File: src/rtl/uart_rx_pkg.sv
// Shared UART RX definitions: counter FSM states,
// legal oversampling ratios and frame-length helper.
package uart_rx_pkg;

   typedef enum logic [1:0] {
      IDLE,
      COUNT,
      HOLD,
      ERR
   } state_t;

   localparam int PRESC_8  = 8;
   localparam int PRESC_16 = 16;
   localparam int PRESC_32 = 32;

   function automatic int frame_bits(
      input int   data_width,
      input logic parity_en,
      input logic stop2
   );
      return 1 + data_width + (parity_en ? 1 : 0) + (stop2 ? 2 : 1);
   endfunction

   function automatic logic prescale_legal(
      input int p,
      input int max_p
   );
      return ((p == PRESC_8) || (p == PRESC_16) || (p == PRESC_32))
             && (p <= max_p);
   endfunction

endpackage

File: src/rtl/uart_rx_strobe_decode.sv
// Combinational mid-bit sample strobes and bit/frame
// completion flags, decoded from the registered counters.
module uart_rx_strobe_decode #(
   parameter int PRESCALE_W = 6,
   parameter int EDGE_W     = 5,
   parameter int BIT_W      = 4
) (
   input  logic                  active,
   input  logic [EDGE_W-1:0]     edge_count,
   input  logic [BIT_W-1:0]      bit_count,
   input  logic [BIT_W-1:0]      last_bit,
   input  logic [PRESCALE_W-1:0] p,
   output logic [2:0]            sample_stb,
   output logic                  bit_done,
   output logic                  frame_done
);

   logic [PRESCALE_W-1:0] ec;
   logic [PRESCALE_W-1:0] half;

   assign ec   = PRESCALE_W'(edge_count);
   assign half = p >> 1;

   // Three strobes straddle the bit centre for the majority vote
   assign sample_stb[0] = active && (ec == half - PRESCALE_W'(2));
   assign sample_stb[1] = active && (ec == half - PRESCALE_W'(1));
   assign sample_stb[2] = active && (ec == half);

   assign bit_done   = active && (ec == p - PRESCALE_W'(1));
   assign frame_done = bit_done && (bit_count == last_bit);

endmodule

File: src/rtl/uart_rx_frame_counter.sv
// UART RX edge/bit counter: oversampling edges per bit,
// bits per frame, with prescale/format latched per frame.
module uart_rx_frame_counter
   import uart_rx_pkg::*;
#(
   parameter int DATA_WIDTH   = 8,
   parameter int MAX_PRESCALE = 32,
   parameter int PRESCALE_W   = 6,
   parameter int EDGE_W       = 5,
   parameter int BIT_W        = 4
) (
   input  logic                  clk,
   input  logic                  rst,
   input  logic                  counter_enable,
   input  logic [PRESCALE_W-1:0] prescale,
   input  logic                  parity_en,
   input  logic                  stop2,
   output logic [EDGE_W-1:0]     edge_count,
   output logic [BIT_W-1:0]      bit_count,
   output logic [2:0]            sample_stb,
   output logic                  bit_done,
   output logic                  frame_done,
   output logic                  cfg_err
);

   state_t                state_q;
   state_t                state_d;
   logic [PRESCALE_W-1:0] p_q;
   logic                  par_q;
   logic                  stop2_q;
   logic [EDGE_W-1:0]     edge_q;
   logic [BIT_W-1:0]      bit_q;
   logic                  cfg_err_q;
   logic [BIT_W-1:0]      last_bit;
   logic                  legal;

   assign legal    = prescale_legal(int'(prescale), MAX_PRESCALE);
   assign last_bit = BIT_W'(frame_bits(DATA_WIDTH, par_q, stop2_q) - 1);

   uart_rx_strobe_decode #(
      .PRESCALE_W (PRESCALE_W),
      .EDGE_W     (EDGE_W),
      .BIT_W      (BIT_W)
   ) u_decode (
      .active     (state_q == COUNT),
      .edge_count (edge_q),
      .bit_count  (bit_q),
      .last_bit   (last_bit),
      .p          (p_q),
      .sample_stb (sample_stb),
      .bit_done   (bit_done),
      .frame_done (frame_done)
   );

   always_comb begin
      state_d = state_q;
      unique case (state_q)
         IDLE: begin
            if (counter_enable) state_d = legal ? COUNT : ERR;
         end
         COUNT: begin
            if (!counter_enable)  state_d = IDLE;
            else if (frame_done)  state_d = HOLD;
         end
         HOLD: begin
            if (!counter_enable) state_d = IDLE;
         end
         ERR: begin
            if (!counter_enable) state_d = IDLE;
         end
         default: state_d = IDLE;
      endcase
   end

   always_ff @(posedge clk or negedge rst) begin
      if (!rst) begin
         state_q   <= IDLE;
         p_q       <= PRESCALE_W'(PRESC_8);
         par_q     <= 1'b0;
         stop2_q   <= 1'b0;
         edge_q    <= '0;
         bit_q     <= '0;
         cfg_err_q <= 1'b0;
      end else begin
         state_q   <= state_d;
         cfg_err_q <= (state_d == ERR);
         if (state_q == IDLE && counter_enable && legal) begin
            p_q     <= prescale;
            par_q   <= parity_en;
            stop2_q <= stop2;
         end
         // Counters run only inside an enabled, unfinished frame
         if (state_q == COUNT && counter_enable && !frame_done) begin
            if (bit_done) begin
               edge_q <= '0;
               bit_q  <= bit_q + BIT_W'(1);
            end else begin
               edge_q <= edge_q + EDGE_W'(1);
            end
         end else begin
            edge_q <= '0;
            bit_q  <= '0;
         end
      end
   end

   assign edge_count = edge_q;
   assign bit_count  = bit_q;
   assign cfg_err    = cfg_err_q;

endmodule

File: config.mk
export PLATFORM = sky130hd
export DESIGN_NAME = uart_rx_frame_counter
export DESIGN_NICKNAME = d
export VERILOG_FILES = /design/src/rtl/uart_rx_pkg.sv /design/src/rtl/uart_rx_strobe_decode.sv /design/src/rtl/uart_rx_frame_counter.sv
export SDC_FILE = /design/constraint.sdc
export NUM_CORES = 1
export LEC_CHECK = 0
export BUFFER_PORTS_ARGS = -buffer_cell sky130_fd_sc_hd__buf_2
export CAP_MARGIN = 20
export CORE_AREA = 5 5 64 66
export DETAILED_ROUTE_END_ITERATION = 8
export DIE_AREA = 0 0 69 71
export GPL_ROUTABILITY_DRIVEN = 0
export GPL_TIMING_DRIVEN = 0
export PLACE_DENSITY = 0.67
export SYNTH_ARGS = -nofsm -noshare
export SYNTH_HDL_FRONTEND = slang
export SYNTH_SLANG_ARGS = --single-unit
File: constraint.sdc
create_clock -name clk -period 2 [get_ports clk]
set_input_delay 0.3 -clock clk [delete_from_list [all_inputs] [get_ports clk]]
set_output_delay 0.3 -clock clk [all_outputs]
set_load 0.01 [all_outputs]
==> results.txt <==
- Start of the worst register-to-register path: p_q[3]
- Count of flip-flops with a built-in enable after synthesis: 0
* Switching power share of the total: 39.0%
- Portion of the post-synthesis area used by sequential elements: 33.4%
- Per-instance average area after synthesis: 10.0 µm²
- Prior to clock tree synthesis, the placed netlist has a worst setup slack of -0.339 ns.
- R2r worst-path depth: 7
* Routed wirelength normalized by instance count: 16.0 µm
- Share of async-settable or async-resettable flops after synthesis: 100%
- Cells fill 55.5% of the core in the end.
* HPWL after DPL: 2580 µm
- The final reports fail on negative setup slack.
- Number of warnings issued by yosys: 0
- In this run the number of H-tree levels came out at 1.
* Status: finished with violations
* Number of hold violations in the final report: 0
- CTS Buffer Depth: 2
- Cell internal power was estimated by the tool at 935 µW.
* Length of the first detailed-routing pass in iterations: 4
- Across every metal layer, demand over resource in global routing totals 15.5%.
- Clock-pin slew was measured on the worst setup and hold paths at 0.10 ns.
* Hold Crit Depth: 2
- The worst setup path is captured at an output pin.
- Number of sinks on the clock net: 20
* Post-Place Cell Area: 1690 µm²
* Largest clock skew in the final design: 0.0130 ns
- Total nets after synthesis: 170
* Dpl cells: 223
- Entering global routing, the biggest net connects 21 pins.
- Power spread over the standard cell area amounts to 783 nW/µm².
- Fill cells in the final layout number 324.
- Final worst path period share: 112%
- Remaining global-route overflow: 0
- Multi-input logic area: 1060 µm²
- Static leakage: 0.938 nW
* Vias per cell: 5.40
* Unrepaired setup endpoints after global routing: yes
- Per report_power, the sequential group accounts for 32.8% of the total.
- Final Hold Slack: 0.232 ns
* Post-route standard cell area excluding fillers: 1960 µm²
* CP Max Fanout: 6
- Starting DRC count in detailed routing: 60
* Y dimension of the die: 71 µm
- The analysis attributes to net switching a power of 597 µW.
* Wire length reported by the detailed router: 3850 µm
- Counting the buffers created by CTS gives 3.
- Clock tree from TritonCTS: yes
- The initial antenna violation count came to 0.
- Std-Cell Core Area: 3520 µm²
* Logic pwr share: 54.1%
- Clock latency on the worst-skew pair, taken at its later pin, is 0.30 ns.
- After layout, the worst setup slack is -0.235 ns.
- The die covers 4900 µm².
- Clock root buffer master: sky130_fd_sc_hd__clkbuf_4
- In the routed design, unresolved DRC markers number 0.
- For hold timing, the worst endpoint is par_q.
* Total power of the final layout: 1.53 mW
- The final-report max-slew violation count came to 0.
- Yosys mapped the design onto 45 distinct sky130hd cell types.
* R2R setup slack: 0.08 ns
* Worst path arrival time: 1.93 ns
* Worst hold start: parity_en
* Destination of the worst register-to-register timing path: bit_count[1]
- Number of buffer cells added on primary ports: 25
- Proportion of layout cells with a drive suffix above 1: 45.1%
* Maximum clock frequency: 0.447 GHz
- IO Count: 26
- Clock share of power: 13.1%
- Non-filler instance count after layout: 241
- The routed design could run at a clock period as short as 2.23 ns.
* First-pass GRT wire length: 6240 µm
- After synthesis the cells add up to 1500 µm².
- Worst Max-Slew Pin Slew: 0.468 ns
* Antenna Nets Post-Route: 0
- Yosys reg bits: 20
- The worst setup path is launched from a register.
* Required time reported for the critical path endpoint: 1.70 ns
* Sequential cell area: 502 µm²
* Via count: 1302
- Count of standard-cell rows: 22
* Setup violators final: 4
* Initial Utilization: 42.6%
- Across the VDD grid, the largest voltage drop is 0.311 mV.
- The number of global-route vias before repair came to 1410.
* Synthesized netlist cell count: 150
* Final-layout setup total negative slack: -0.735 ns
* Critical path start-end classification: register to output pin
- # diodes: 0
- From left edge to right edge, the die measures 69 µm.
- Growth of design area from synthesis to finish: 30.4%
- Class of the tightest hold or removal check: input port to register
* Count of max-cap constraint violations: 0
- The most used flip-flop cell after synthesis is sky130_fd_sc_hd__dfrtp_1.
- Count of nets after finishing: 214
* Tightest slew margin relative to the limit: 68.8%
==> critical path, stage by stage, from the launching register on <==
cell and delay [ns]:
sky130_fd_sc_hd__dfstp_2 0.59, sky130_fd_sc_hd__buf_4 0.19, sky130_fd_sc_hd__xor2_2 0.18, sky130_fd_sc_hd__nand3_1 0.13, sky130_fd_sc_hd__a22oi_4 0.19, sky130_fd_sc_hd__nand4_1 0.16
sky130_fd_sc_hd__inv_1 0.08, sky130_fd_sc_hd__buf_2 0.12
==> sequential cells by signal (all words and copies together) (netlist names) <==
name        flops
par_q           1
edge_count      5
cfg_err         1
state_q         2
p_q             6
stop2_q         1
bit_count       4
==> routing by layer <==
| layer | vias up | global-route usage [%] | wire, µm |
|---|---|---|---|
| li1 | 616 | - | - |
| met1 | 655 | 16.3 | 1460 |
| met2 | 23 | 29.6 | 2210 |
| met3 | 8 | 2.56 | 92 |
| met4 | 0 | 8.03 | 79 |
| met5 | - | 0 | 0 |
==> cells in the final DEF, fill, tap and decap left out, types with 3 or more instances in the layout <==
cell | synthesis | routed
sky130_fd_sc_hd__nand3_1 | 10 | 8
sky130_fd_sc_hd__buf_4 | 1 | 14
sky130_fd_sc_hd__clkbuf_4 | 0 | 3
sky130_fd_sc_hd__a21oi_1 | 8 | 6
sky130_fd_sc_hd__nand2_1 | 11 | 9
sky130_fd_sc_hd__buf_2 | 3 | 27
sky130_fd_sc_hd__nor3_2 | 4 | 4
sky130_fd_sc_hd__dfrtp_1 | 19 | 19
sky130_fd_sc_hd__ha_4 | 0 | 3
sky130_fd_sc_hd__ha_1 | 9 | 6
sky130_fd_sc_hd__xnor2_1 | 10 | 8
sky130_fd_sc_hd__mux2_4 | 5 | 5
sky130_fd_sc_hd__xor2_1 | 14 | 13
sky130_fd_sc_hd__inv_1 | 7 | 4
sky130_fd_sc_hd__nor3_1 | 3 | 3
sky130_fd_sc_hd__nand4_1 | 3 | 3
==> Yosys cell counts (all sizes together) (2+ instances only) <==
cell type	number	area share, %
dfrtp	19	32
xor2	14	8.2
nand2	12	3.5
nand3	10	3.3
xnor2	10	5.8
ha	9	7.5
a21oi	8	2.7
nor3	8	4.8
inv	7	1.8
buf	6	2.8
mux2	5	5.0
and3	4	2.0
nand2b	3	1.3
nand4	3	1.3
nor2	3	0.75
a21o	2	1.0
nand3b	2	1.0
nor2b	2	0.83
nor3b	2	1.7
o211ai	2	1.0
o21ai	2	0.67
o22ai	2	0.83
==> logic make-up after synthesis <==
logic type / Yosys count / synth area share (%)
compound gates: 23 / 11.2
xor+xnor: 24 / 14.0
fa+ha+maj: 9 / 7.51
buf+inv: 13 / 4.50
flops: 20 / 33.4
mux: 6 / 5.67
simple gates: 55 / 23.7
==> final cells by class <==
type	instances	area share [%]
well taps	48	3.07
inverters	7	1.60
flip-flops and latches	20	25.6
plain buffers	4	0.959
multi-input cells	117	54.2
clock buffers	4	1.34
repair buffers	41	13.2
==> what timing repair did <==
action                                  in CTS  in global routing
pin swaps                                    9                  4
hold endpoints to repair                    19                  0
gates resized for setup                     19                 11
endpoints found under the setup margin      14                  6
setup buffers                               14                  2
hold buffers                                 1                  0
==> power groups by stage <==
stage	logic, mW	registers, mW	clock network, mW
floorplan	0.460	0.495	0
global placement	0.541	0.502	0
detailed placement	0.578	0.506	0
CTS	0.754	0.495	0.203
global route	0.889	0.508	0.236
finish	0.828	0.503	0.201
==> how the worst max path moves through the flow <==
stage / endpoint / slack (ns) / cells after the start / startpoint
2_1_floorplan: bit_done / 0.01 / 7 / p_q[2]
3_5_place_dp: bit_done / -0.34 / 8 / p_q[2]
3_3_place_gp: bit_done / -0.28 / 8 / p_q[2]
4_1_cts: sample_stb[0] / -0.24 / 6 / p_q[3]
6_report: frame_done / -0.23 / 7 / p_q[3]
5_1_grt: sample_stb[0] / -0.36 / 7 / p_q[3]
Note: power is estimated with default switching activity, not from simulation.
